<file path="config.mk">
export PLATFORM = sky130hd
export DESIGN_NAME = pe_fc_vec
export DESIGN_NICKNAME = d
export VERILOG_FILES = /design/src/rtl/pe_fc_vec.sv
export SDC_FILE = /design/constraint.sdc
export NUM_CORES = 1
export LEC_CHECK = 0
export CORE_ASPECT_RATIO = 0.6
export CORE_MARGIN = 2
export CORE_UTILIZATION = 35
export DETAILED_ROUTE_END_ITERATION = 10
export SLEW_MARGIN = 20
export SYNTH_ARGS = -nofsm -noshare
export SYNTH_HDL_FRONTEND = slang
export SYNTH_SLANG_ARGS = --single-unit
export TNS_END_PERCENT = 20
</file>
<file path="constraint.sdc">
create_clock -name clk -period 10.2 [get_ports clk]
set_input_delay 2.04 -clock clk [delete_from_list [all_inputs] [get_ports clk]]
set_output_delay 2.04 -clock clk [all_outputs]
set_load 0.03 [all_outputs]
</file>
<file path="src/rtl/pe_fc_vec.sv">
// Multi-lane fully-connected PE: stationary weights, 3-stage MAC pipeline,
// pass/accumulate group modes, ACC_W saturation and optional ReLU.
module pe_fc_vec #(
  parameter int DATA_W   = 8,
  parameter int WEIGHT_W = 8,
  parameter int ACC_W    = 32,
  parameter int LANES    = 4
) (
  input  logic                                       clk,
  input  logic                                       rst,
  input  logic                                       write_kernel,
  input  logic [((LANES > 1) ? $clog2(LANES) : 1)-1:0] kernel_addr,
  input  logic [WEIGHT_W-1:0]                        kernel_data,
  input  logic                                       in_valid,
  input  logic [LANES*DATA_W-1:0]                    ifmap_in,
  input  logic [ACC_W-1:0]                           partial_sum_in,
  input  logic                                       acc_mode,
  input  logic                                       in_last,
  input  logic                                       relu_en,
  output logic                                       out_valid,
  output logic [ACC_W-1:0]                           output_sum,
  output logic                                       out_sat
);

  localparam int PW = DATA_W + WEIGHT_W;
  localparam int XW = (PW > ACC_W) ? PW : ACC_W;
  localparam int LW = (LANES > 1) ? $clog2(LANES) : 0;
  localparam int SW = ACC_W + LW + 2;

  localparam logic signed [ACC_W-1:0] ACC_MAX = {1'b0, {(ACC_W-1){1'b1}}};
  localparam logic signed [ACC_W-1:0] ACC_MIN = {1'b1, {(ACC_W-1){1'b0}}};
  localparam logic signed [XW-1:0]    MAX_X   = XW'(ACC_MAX);
  localparam logic signed [XW-1:0]    MIN_X   = XW'(ACC_MIN);
  localparam logic signed [SW-1:0]    MAX_S   = SW'(ACC_MAX);
  localparam logic signed [SW-1:0]    MIN_S   = SW'(ACC_MIN);

  typedef enum logic {IDLE, ACCUM} state_t;

  logic signed [WEIGHT_W-1:0] weight [LANES];

  logic                    s1_valid;
  logic [LANES*DATA_W-1:0] s1_ifmap;
  logic [ACC_W-1:0]        s1_psum;
  logic                    s1_mode;
  logic                    s1_last;
  logic                    s1_relu;

  logic signed [ACC_W-1:0] prod_c [LANES];
  logic [LANES-1:0]        lane_hi;
  logic [LANES-1:0]        lane_lo;
  logic                    psat_c;

  logic                    s2_valid;
  logic signed [ACC_W-1:0] s2_prod [LANES];
  logic                    s2_psat;
  logic signed [ACC_W-1:0] s2_psum;
  logic                    s2_mode;
  logic                    s2_last;
  logic                    s2_relu;

  state_t                  state;
  state_t                  state_nxt;
  logic signed [ACC_W-1:0] acc;
  logic                    sat_acc;

  logic signed [ACC_W-1:0] addend_c;
  logic                    emit_c;
  logic                    acc_upd_c;
  logic signed [SW-1:0]    sum_c;
  logic signed [ACC_W-1:0] clamp_c;
  logic                    ssat_c;
  logic                    grp_sat_c;
  logic signed [ACC_W-1:0] res_c;

  // Weight store; out-of-range lane writes are dropped
  always_ff @(posedge clk) begin
    if (rst) begin
      for (int i = 0; i < LANES; i++) weight[i] <= '0;
    end else if (write_kernel && (int'(kernel_addr) < LANES)) begin
      weight[kernel_addr] <= kernel_data;
    end
  end

  // S1: capture the beat
  always_ff @(posedge clk) begin
    if (rst) begin
      s1_valid <= 1'b0;
      s1_ifmap <= '0;
      s1_psum  <= '0;
      s1_mode  <= 1'b0;
      s1_last  <= 1'b0;
      s1_relu  <= 1'b0;
    end else begin
      s1_valid <= in_valid;
      s1_ifmap <= ifmap_in;
      s1_psum  <= partial_sum_in;
      s1_mode  <= acc_mode;
      s1_last  <= in_last;
      s1_relu  <= relu_en;
    end
  end

  for (genvar g = 0; g < LANES; g++) begin : g_lane
    logic signed [DATA_W-1:0] a;
    logic signed [PW-1:0]     p;
    logic signed [XW-1:0]     pe;
    assign a  = s1_ifmap[g*DATA_W +: DATA_W];
    assign p  = PW'(a) * PW'(weight[g]);
    assign pe = XW'(p);
    assign lane_hi[g] = pe > MAX_X;
    assign lane_lo[g] = pe < MIN_X;
    assign prod_c[g]  = lane_hi[g] ? ACC_MAX :
                        lane_lo[g] ? ACC_MIN : pe[ACC_W-1:0];
  end

  assign psat_c = |{lane_hi, lane_lo};

  // S2: register clamped lane products
  always_ff @(posedge clk) begin
    if (rst) begin
      s2_valid <= 1'b0;
      for (int i = 0; i < LANES; i++) s2_prod[i] <= '0;
      s2_psat  <= 1'b0;
      s2_psum  <= '0;
      s2_mode  <= 1'b0;
      s2_last  <= 1'b0;
      s2_relu  <= 1'b0;
    end else begin
      s2_valid <= s1_valid;
      for (int i = 0; i < LANES; i++) s2_prod[i] <= prod_c[i];
      s2_psat  <= psat_c;
      s2_psum  <= s1_psum;
      s2_mode  <= s1_mode;
      s2_last  <= s1_last;
      s2_relu  <= s1_relu;
    end
  end

  // Group state register
  always_ff @(posedge clk) begin
    if (rst) state <= IDLE;
    else     state <= state_nxt;
  end

  // Group next-state: open on a non-last accumulate beat, close on last
  always_comb begin
    state_nxt = state;
    if (s2_valid) begin
      unique case (state)
        IDLE:  if (s2_mode && !s2_last) state_nxt = ACCUM;
        ACCUM: if (s2_last)             state_nxt = IDLE;
      endcase
    end
  end

  // Group outputs: addend select and emit/accumulate decision
  always_comb begin
    addend_c  = s2_psum;
    emit_c    = 1'b0;
    acc_upd_c = 1'b0;
    if (state == ACCUM) begin
      addend_c  = acc;
      emit_c    = s2_valid && s2_last;
      acc_upd_c = s2_valid && !s2_last;
    end else begin
      emit_c    = s2_valid && (!s2_mode || s2_last);
      acc_upd_c = s2_valid && s2_mode && !s2_last;
    end
  end

  // S3 reduction, clamp and ReLU
  always_comb begin
    sum_c = SW'(addend_c);
    for (int i = 0; i < LANES; i++) sum_c = sum_c + SW'(s2_prod[i]);
    ssat_c  = 1'b0;
    clamp_c = sum_c[ACC_W-1:0];
    if (sum_c > MAX_S) begin
      clamp_c = ACC_MAX;
      ssat_c  = 1'b1;
    end else if (sum_c < MIN_S) begin
      clamp_c = ACC_MIN;
      ssat_c  = 1'b1;
    end
    grp_sat_c = s2_psat | ssat_c | ((state == ACCUM) & sat_acc);
    res_c     = (s2_relu && clamp_c[ACC_W-1]) ? '0 : clamp_c;
  end

  // S3 registers: running accumulator and held result
  always_ff @(posedge clk) begin
    if (rst) begin
      acc        <= '0;
      sat_acc    <= 1'b0;
      out_valid  <= 1'b0;
      output_sum <= '0;
      out_sat    <= 1'b0;
    end else begin
      out_valid <= emit_c;
      if (acc_upd_c) begin
        acc     <= clamp_c;
        sat_acc <= grp_sat_c;
      end else if (emit_c) begin
        acc     <= '0;
        sat_acc <= 1'b0;
      end
      if (emit_c) begin
        output_sum <= res_c;
        out_sat    <= grp_sat_c;
      end
    end
  end

endmodule
</file>
== Word level (Yosys, flattened, before mapping) ==
Memory sizes are Yosys's and may differ from the RTL's.
Cells that the tools add are included.
Storage, ports and cells
  input port bits: 81
  memories kept: 2
  logic and storage cells: 95
  bits in writable memories: 160
  bits in registers: 173
  output and inout port bits: 34
Memories
  s2_prod: words 4, bits a word 32, rd ports 4, clocked after memory_dff 0, write ports 4, RTL line 54  | logic signed [ACC_W-1:0] s2_prod [LANES];
  weight: words 4, bits a word 8, rd ports 4, clocked after memory_dff 0, write ports 4, RTL line 39  | logic signed [WEIGHT_W-1:0] weight [LANES];
Cells by class
  reductions and logical operators: 13
  muxes and demuxes: 36
  bitwise operators: 8
  $add $sub $neg: 4
  multiply operators: 4
  $lt $le $gt $ge: 10
Operators by type and width (number)
  $mux 32: 18
  $gt 16x32->1 const B: 4
  $lt 16x32->1 const B: 4
  $mul 8x8->16: 4
  $add 35x32->36: 1
  $gt 36x32->1 const B: 1
  $lt 36x32->1 const B: 1
  $add 34x32->35: 1
  $add 33x32->34: 1
  $add 32x32->33: 1
  $reduce_or 8->1: 2
  $mux 1: 15
  $mux 8: 1
  $logic_and 1x1->1: 7
  $or 1x1->1: 6
  $logic_not 1->1: 2
  $mux 2: 1
  $pmux 1 s2: 1
  $reduce_bool 2->1: 1
  $and 1x1->1: 1
  $logic_or 1x1->1: 1
  $not 1->1: 1

== Depth between registers and ports, before layout ==
  depth after elaboration: 11
  depth in mapped cells: 21
  mapped depth without buffers: 19

== Worst setup path before layout ==
No wires, ideal clock.
  path kind: register to register
  start: register state
  end: register acc[10]
  required time: 10.078 ns
  setup time: 0.122 ns
  cell stages (with the launch flop): 21
  setup slack: 4.707 ns
  arrival: 5.371 ns
  clock period less this slack: 5.493 ns
  path buffers: 3
  cells stage by stage: dfxtp_1 clkbuf_1 clkbuf_1 mux2i_1 fa_1 fa_1 fa_1 inv_1 ha_1 inv_1 fa_1 nand2b_1 a21oi_2 o211ai_1 o21ai_1 a31oi_1 xnor2_1 o2111ai_4 nor2b_4 buf_6 a221o_1
Between the ends
  longest elaborated chain between the ends: 9
  elaborated cells between the ends (all ways): 13
  classes of those cells: add/sub: 4; order compare: 2; mux: 6; reduce/logical: 1
Ends and longest elaborated chain
  start, declared: RTL line 61  | state_t state;
  start signal, assigned: RTL line 142  | else state <= state_nxt;
  $mux 32: RTL line 161  | if (state == ACCUM) begin
  $add 32x32->33: RTL line 174  | for (int i = 0; i < LANES; i++) sum_c = sum_c + SW'(s2_prod[i]);
  $add 33x32->34: RTL line 174
  $add 34x32->35: RTL line 174
  $add 35x32->36: RTL line 174
  $lt 36x32->1: RTL line 180  | end else if (sum_c < MIN_S) begin
  $mux 32: RTL line 180
  $mux 32: RTL line 177  | if (sum_c > MAX_S) begin
  $mux 32: RTL line 198  | if (acc_upd_c) begin
  end signal, assigned: RTL line 199  | acc <= clamp_c;
  end, declared: RTL line 63  | logic signed [ACC_W-1:0] acc;
Several ways; a longest one is shown, not always the timed one.
A chain may end at the register's enable or synchronous reset.

== Worst setup path after layout ==
  start: register state
  end: register acc[28]
Same word-level chain as after synthesis.

==> impl_metrics.py <==
metrics = {
    "clocking": {
        "clkLatencyLatePin_ns": 0.58,
        "cts-root-buf": "clkbuf_16",
        "cts_made_buffers": 30,
        "holdBufCountCts": 0,
        "cts_setup_buffers": 0,
        "clkSlewWorstSetupHoldPaths_ns": 0.06,
        "h-tree-depth": 1,
        "clock_path_buffers": 3,
        "ctsResizeCount": 0,
        "clock-sinks": 273,
        "cts_tree": "yes",
    },
    "sta": {
        "clock_skew_ns": 0.0154,
        "final.min_clock_period_ns": 6.44,
        "fin_crit_sh": 0.631,
        "worst-slew-pin-transition_ns": 1.06,
        "drv_slew": 0,
        "setup_tns_ns": 0,
        "maxSlewHeadroom": 0.290,
        "rsz0062_at_grt": "no",
        "hold_violations": 0,
        "max_freq_mhz": 155,
        "hold_ws_ns": 0.434,
        "setup_viol": 0,
    },
    "setup_path": {
        "start_kind": "flop",
        "arrival_ns": 6.95,
        "ff2ff_setup_slack_ns": 3.76,
        "rr_startpoint": "state",
        "r2r_cells": 19,
        "end_kind": "flop",
        "r2r_end": "acc[28]",
        "crit_fanout": 35,
        "startpoint": "state",
        "cp.required_ns": 10.71,
        "critical_path_class": "reg -> reg",
    },
    "floorplanning": {
        "start_util": 0.355,
        "die_h_um": 202,
        "ios": 115,
        "rows": 72,
        "die_x_um": 334,
        "coreArea_sq_mm": 0.0646,
        "die_area_sq_mm": 0.0676,
    },
    "yosys": {
        "async_flop_share": 0,
        "synth_edf_count": 32,
        "syn_nets": 2909,
        "synth_top_area_cell": "fa_1",
        "synth_common_cells": "inv_1, fa_1, dfxtp_1",
        "ys_warn_count": 0,
        "synth-seq-cells": 273,
        "ys.flop_type": "dfxtp_1",
        "synth_cell_types": 79,
        "yosysMostFrequentCell": "inv_1",
        "synth-seq-area-share": 0.253,
        "synth_top_area_share": 0.278,
        "netlist_area_sq_mm": 0.0229,
        "avgSynthCellArea_sq_um": 9.71,
        "synth_area_leaders": "fa_1, dfxtp_1, ha_1, inv_1, and2_1",
        "synthCells": 2358,
    },
    "layout": {
        "syn_to_final_growth_pct": 13.4,
        "drive_above_1_share": 0.0428,
        "stdcell_area_sq_mm": 0.0260,
        "fin_nets": 3002,
        "multi_input_area_sq_mm": 0.0151,
        "nFillCells": 6276,
        "regArea_sq_mm": 0.00579,
        "n_antenna_cell": 0,
    },
    "place": {
        "port-buffer-count": 114,
        "place_congestion": 0.886,
        "post_dp_cell_area_sq_mm": 0.0249,
        "hpwl_um": 49200,
    },
    "min_path": {
        "min_to": "s2_psum[25]",
        "hold_path_depth": 1,
        "hold_path_class": "reg -> reg",
        "hold_path_startpoint": "s1_psum[25]",
    },
    "routing": {
        "post_drt_wl_per_cell_um": 17.8,
        "drt_first_pass_iters": 5,
        "drt_wl_total_um": 59300,
        "vias": 16009,
        "drc_errors": 0,
        "drt_iter0_drc": 1227,
        "post_drt_via_cell_ratio": 4.81,
        "ant_nets": 0,
    },
    "run": {
        "cap_violations": 0,
    },
    "global_routing": {
        "grt_max_degree": 83,
        "grt_pass1_wl_um": 95500,
        "grt_use_total": 0.181,
        "overflow": 0,
        "antenna_found_initial": 5,
        "grt_pass1_vias": 16673,
    },
    "status": {
        "status": "finished clean",
    },
}
[area by class of cell]
type / count / area share
well taps: 851 / 0.0410
repair buffers: 128 / 0.0480
inverters: 462 / 0.0668
multi-input cells: 1556 / 0.581
clock inverters: 16 / 0.00694
clock buffers: 40 / 0.0339
flip-flops and latches: 273 / 0.223
[worst max-delay path by stage]
stage,depth (start not counted),endpoint
after floorplan,20,acc[10]
after global placement,19,acc[18]
after detailed placement,19,acc[4]
after CTS,19,acc[14]
after global routing,19,acc[15]
final,19,acc[28]
[worst max-delay path: stages (launching register included)]
cell       delay, ns
dfxtp_2         0.31
buf_4           0.50
mux2_2          0.42
fa_1            0.39
inv_1           0.10
fa_1            0.45
fa_1            0.47
inv_1           0.07
ha_1            0.16
inv_1           0.06
fa_1            0.39
nand2b_1        0.19
a21oi_2         0.26
o21ai_2         0.15
a2111oi_4       0.39
nor2_2          0.13
o22ai_4         0.65
nand2_1         0.29
nor2b_4         0.72
a221o_1         0.22
[registers in the layout, summed over array words and instances, names as in the netlist, 32 cells and up]
register and cells:
s1_psum 32, s1_ifmap 32, weight 32, s2_prod 68, acc 32, s2_psum 32, output_sum 32
[stage by stage]
step	utilization	instances	worst slack (ns)
2_1_floorplan	-	2358	4.71
3_3_place_gp	0.386	3270	3.70
3_5_place_dp	0.386	3270	3.44
4_1_cts	0.402	3326	3.45
5_1_grt	0.402	3326	3.44
6_report	0.402	3326	3.76
[cell families (layout without fill, tap and decap cells)]
logic type / after synthesis / in the layout / share of synthesized area
DFF: 273 / 273 / 0.253
xor gates and xnor gates: 98 / 98 / 0.0383
other: 1 / 1 / 0.000164
buffers and inverters: 529 / 646 / 0.0898
muxes: 33 / 33 / 0.0145
and+or+nand+nor: 708 / 708 / 0.167
adders and majority gates: 470 / 470 / 0.361
AOI/OAI and AO/OA: 246 / 246 / 0.0769
[metal layers]
layer | up-vias | share of wire | GRT usage
met5 | - | 0 | 0
li1 | 7566 | - | -
met3 | 46 | 0.090 | 0.0516
met2 | 435 | 0.39 | 0.249
met4 | 0 | 0.013 | 0.0256
met1 | 7962 | 0.51 | 0.284
[cells in the final DEF (no fill, tap or decap), drive strengths merged, types with 3 or more instances in the layout]
master	count
a31oi	6
nor2b	127
nand4	52
o21a	7
buf	15
a21o	18
mux2i	31
o21bai	16
xnor2	76
a211oi	5
o21ai	50
xor2	22
fa	318
clkbuf	40
o211ai	10
bufinv	3
nand3	31
nor3	15
a221oi	3
edfxtp	32
o41ai	4
or2	4
nand2	154
clkinvlp	3
a21oi	76
a221o	31
nor3b	3
and3	11
clkdlybuf4s50	113
nand2b	34
dfxtp	241
inv	466
and2	180
clkinv	6
ha	152
nor2	88
Power is not shown: default switching activity piles up to over one toggle a cycle in this logic, so the estimate is an artifact.
==> patch: new RTL, same flow settings <==
Reset style: asynchronous (`rst`), changed in 5 clocked blocks.
--- a/src/rtl/pe_fc_vec.sv
+++ b/src/rtl/pe_fc_vec.sv
@@ -73,7 +73,7 @@
   logic signed [ACC_W-1:0] res_c;
 
   // Weight store; out-of-range lane writes are dropped
-  always_ff @(posedge clk) begin
+  always_ff @(posedge clk or posedge rst) begin
     if (rst) begin
       for (int i = 0; i < LANES; i++) weight[i] <= '0;
     end else if (write_kernel && (int'(kernel_addr) < LANES)) begin
@@ -82,7 +82,7 @@
   end
 
   // S1: capture the beat
-  always_ff @(posedge clk) begin
+  always_ff @(posedge clk or posedge rst) begin
     if (rst) begin
       s1_valid <= 1'b0;
       s1_ifmap <= '0;
@@ -116,7 +116,7 @@
   assign psat_c = |{lane_hi, lane_lo};
 
   // S2: register clamped lane products
-  always_ff @(posedge clk) begin
+  always_ff @(posedge clk or posedge rst) begin
     if (rst) begin
       s2_valid <= 1'b0;
       for (int i = 0; i < LANES; i++) s2_prod[i] <= '0;
@@ -137,7 +137,7 @@
   end
 
   // Group state register
-  always_ff @(posedge clk) begin
+  always_ff @(posedge clk or posedge rst) begin
     if (rst) state <= IDLE;
     else     state <= state_nxt;
   end
@@ -186,7 +186,7 @@
   end
 
   // S3 registers: running accumulator and held result
-  always_ff @(posedge clk) begin
+  always_ff @(posedge clk or posedge rst) begin
     if (rst) begin
       acc        <= '0;
       sat_acc    <= 1'b0;
Function: changed (Yosys sat finds a counterexample within 4 cycles, from zero or initial values and one cycle with rst high; the reset may be asserted at any time).
==> patch against the unedited design <==
- area after synthesis is 2.9% lower
- final area is 2.8% lower
- synthesized cell count is 14% lower
- sequential cell count stayed put
- wire length is 11% lower
- core utilization hardly changed
- hold slack worse by 86 ps
- global-route usage is 1.7 points lower
- clock skew is 21 ps higher
- worst setup slack better by 420 ps
- critical endpoint is now output_sum[14]$_DFFE_PP0P_
Power is not shown: default switching activity piles up to over one toggle a cycle in this logic, so the estimate is an artifact.
==> patch: results (changes against the unedited design) <==
The number of inserted filler cells in the final layout is 6048 (was 6276), and the top fanout value on the critical path is 17 (was 35). The pin slew with the least headroom to its limit works out to 938 ps (was 1060 ps). The run gives 16.5% (was 18.1%) as the global-route usage over all layers. The compound-gate portion of the synthesized area came out at 9.37% (was 7.69%). The share of cells above drive strength 1 was 6.24% (was 4.28%).

The length in cells of the worst reg-to-reg path came out at 16 (was 19). The number of cells on the worst hold path is 0 (was 1), and the wire length after detailed routing is 52.6 mm (was 59.3 mm). The number of buffers created by CTS was 29 (was 30). The number of global-route vias before repair was 14700 (was 16700); the number of antenna violations at the first check in global routing was 4 (was 5). The wire length of the first global-routing pass came out at 84.2 mm (was 95.5 mm). Largest net degree at the start of global routing: 77 (was 83).

The run finished with clean final reports. The fraction of synthesized area in multiplexers was 3.22% (was 1.45%). The master of the slowest instance on the critical path was sky130_fd_sc_hd__fa_2 (was sky130_fd_sc_hd__nor2b_4). Insertion delay to the later sink of the worst-skew pair: 620 ps (was 580 ps). Cell types with the largest area share after synthesis: sky130_fd_sc_hd__dfrtp_1 (31%), sky130_fd_sc_hd__fa_1 (26%), sky130_fd_sc_hd__ha_1 (8.6%), sky130_fd_sc_hd__inv_1 (7.1%), sky130_fd_sc_hd__and2_1 (4.3%) (was sky130_fd_sc_hd__fa_1 (28%), sky130_fd_sc_hd__dfxtp_1 (21%), sky130_fd_sc_hd__ha_1 (8.3%), sky130_fd_sc_hd__inv_1 (7.6%), sky130_fd_sc_hd__and2_1 (4.9%)). The run gives 2647 (was 3002) as the net total in the final layout. The terminus of the critical flop-to-flop path is output_sum[14]$_DFFE_PP0P_ (was acc[28]$_SDFFE_PP0P_). The fraction of the mapped netlist area in adder cells was 34.6% (was 36.1%); the post-synthesis share of cell area spent on xor and xnor gates was 3.94% (was 3.83%). The via density per instance works out to 4.81 (about the same).

Sequential element share of the synthesized area: 30.7% (was 25.3%). Dominant register cell in the synthesized netlist: sky130_fd_sc_hd__dfrtp_1 (was sky130_fd_sc_hd__dfxtp_1).
-- patch: per-stage QoR --
stage,std cells,hold WS (ps),setup WS (ps),util [%],cell area [µm²]
2_1_floorplan,2029,331,636,-,22200
3_3_place_gp,2933,337,4020,38.6,24200
3_5_place_dp,2933,335,3800,38.6,24200
4_1_cts,2987,348,3800,40.3,25200
5_1_grt,2987,354,3730,40.3,25300
6_report,2987,347,4180,40.3,25300
-- patch: metal layers --
layer  part of all wire [%]  vias up  GRT usage (%)
li1                       -     6633              -
met1                     52     7327           26.3
met2                     40      352           22.6
met3                    6.3       47           3.59
met4                    1.5        0           2.76
met5                      0        -              0
-- patch: cell type report --
| type | count | share of cell area, % |
|---|---|---|
| multi-input combinational | 1278 | 53.6 |
| sequential | 273 | 27.1 |
| inverter | 422 | 6.30 |
| timing repair buffer | 121 | 4.73 |
| tap | 839 | 4.16 |
| clock buffer | 35 | 3.12 |
| clock inverter | 19 | 1.05 |
-- patch: how the worst min path moves through the flow --
stage | start | slack [ps] | to
floorplan | s1_last$_DFF_PP0_ | 330 | s2_last$_DFF_PP0_
global placement | s1_valid$_DFF_PP0_ | 340 | s2_valid$_DFF_PP0_
detailed placement | s1_psum[9]$_DFF_PP0_ | 330 | s2_psum[9]$_DFF_PP0_
CTS | s1_psum[24]$_DFF_PP0_ | 350 | s2_psum[24]$_DFF_PP0_
global route | s1_psum[24]$_DFF_PP0_ | 350 | s2_psum[24]$_DFF_PP0_
finish | s1_psum[24]$_DFF_PP0_ | 350 | s2_psum[24]$_DFF_PP0_
-- patch: worst reg2reg max path: cells and delay by family, from the launching register on --
family          cells  cell delay (ps)
buf+inv             3              570
flops               1              340
simple gates        1              270
mux                 1              300
fa+ha+maj           4             2380
compound gates      7             2110
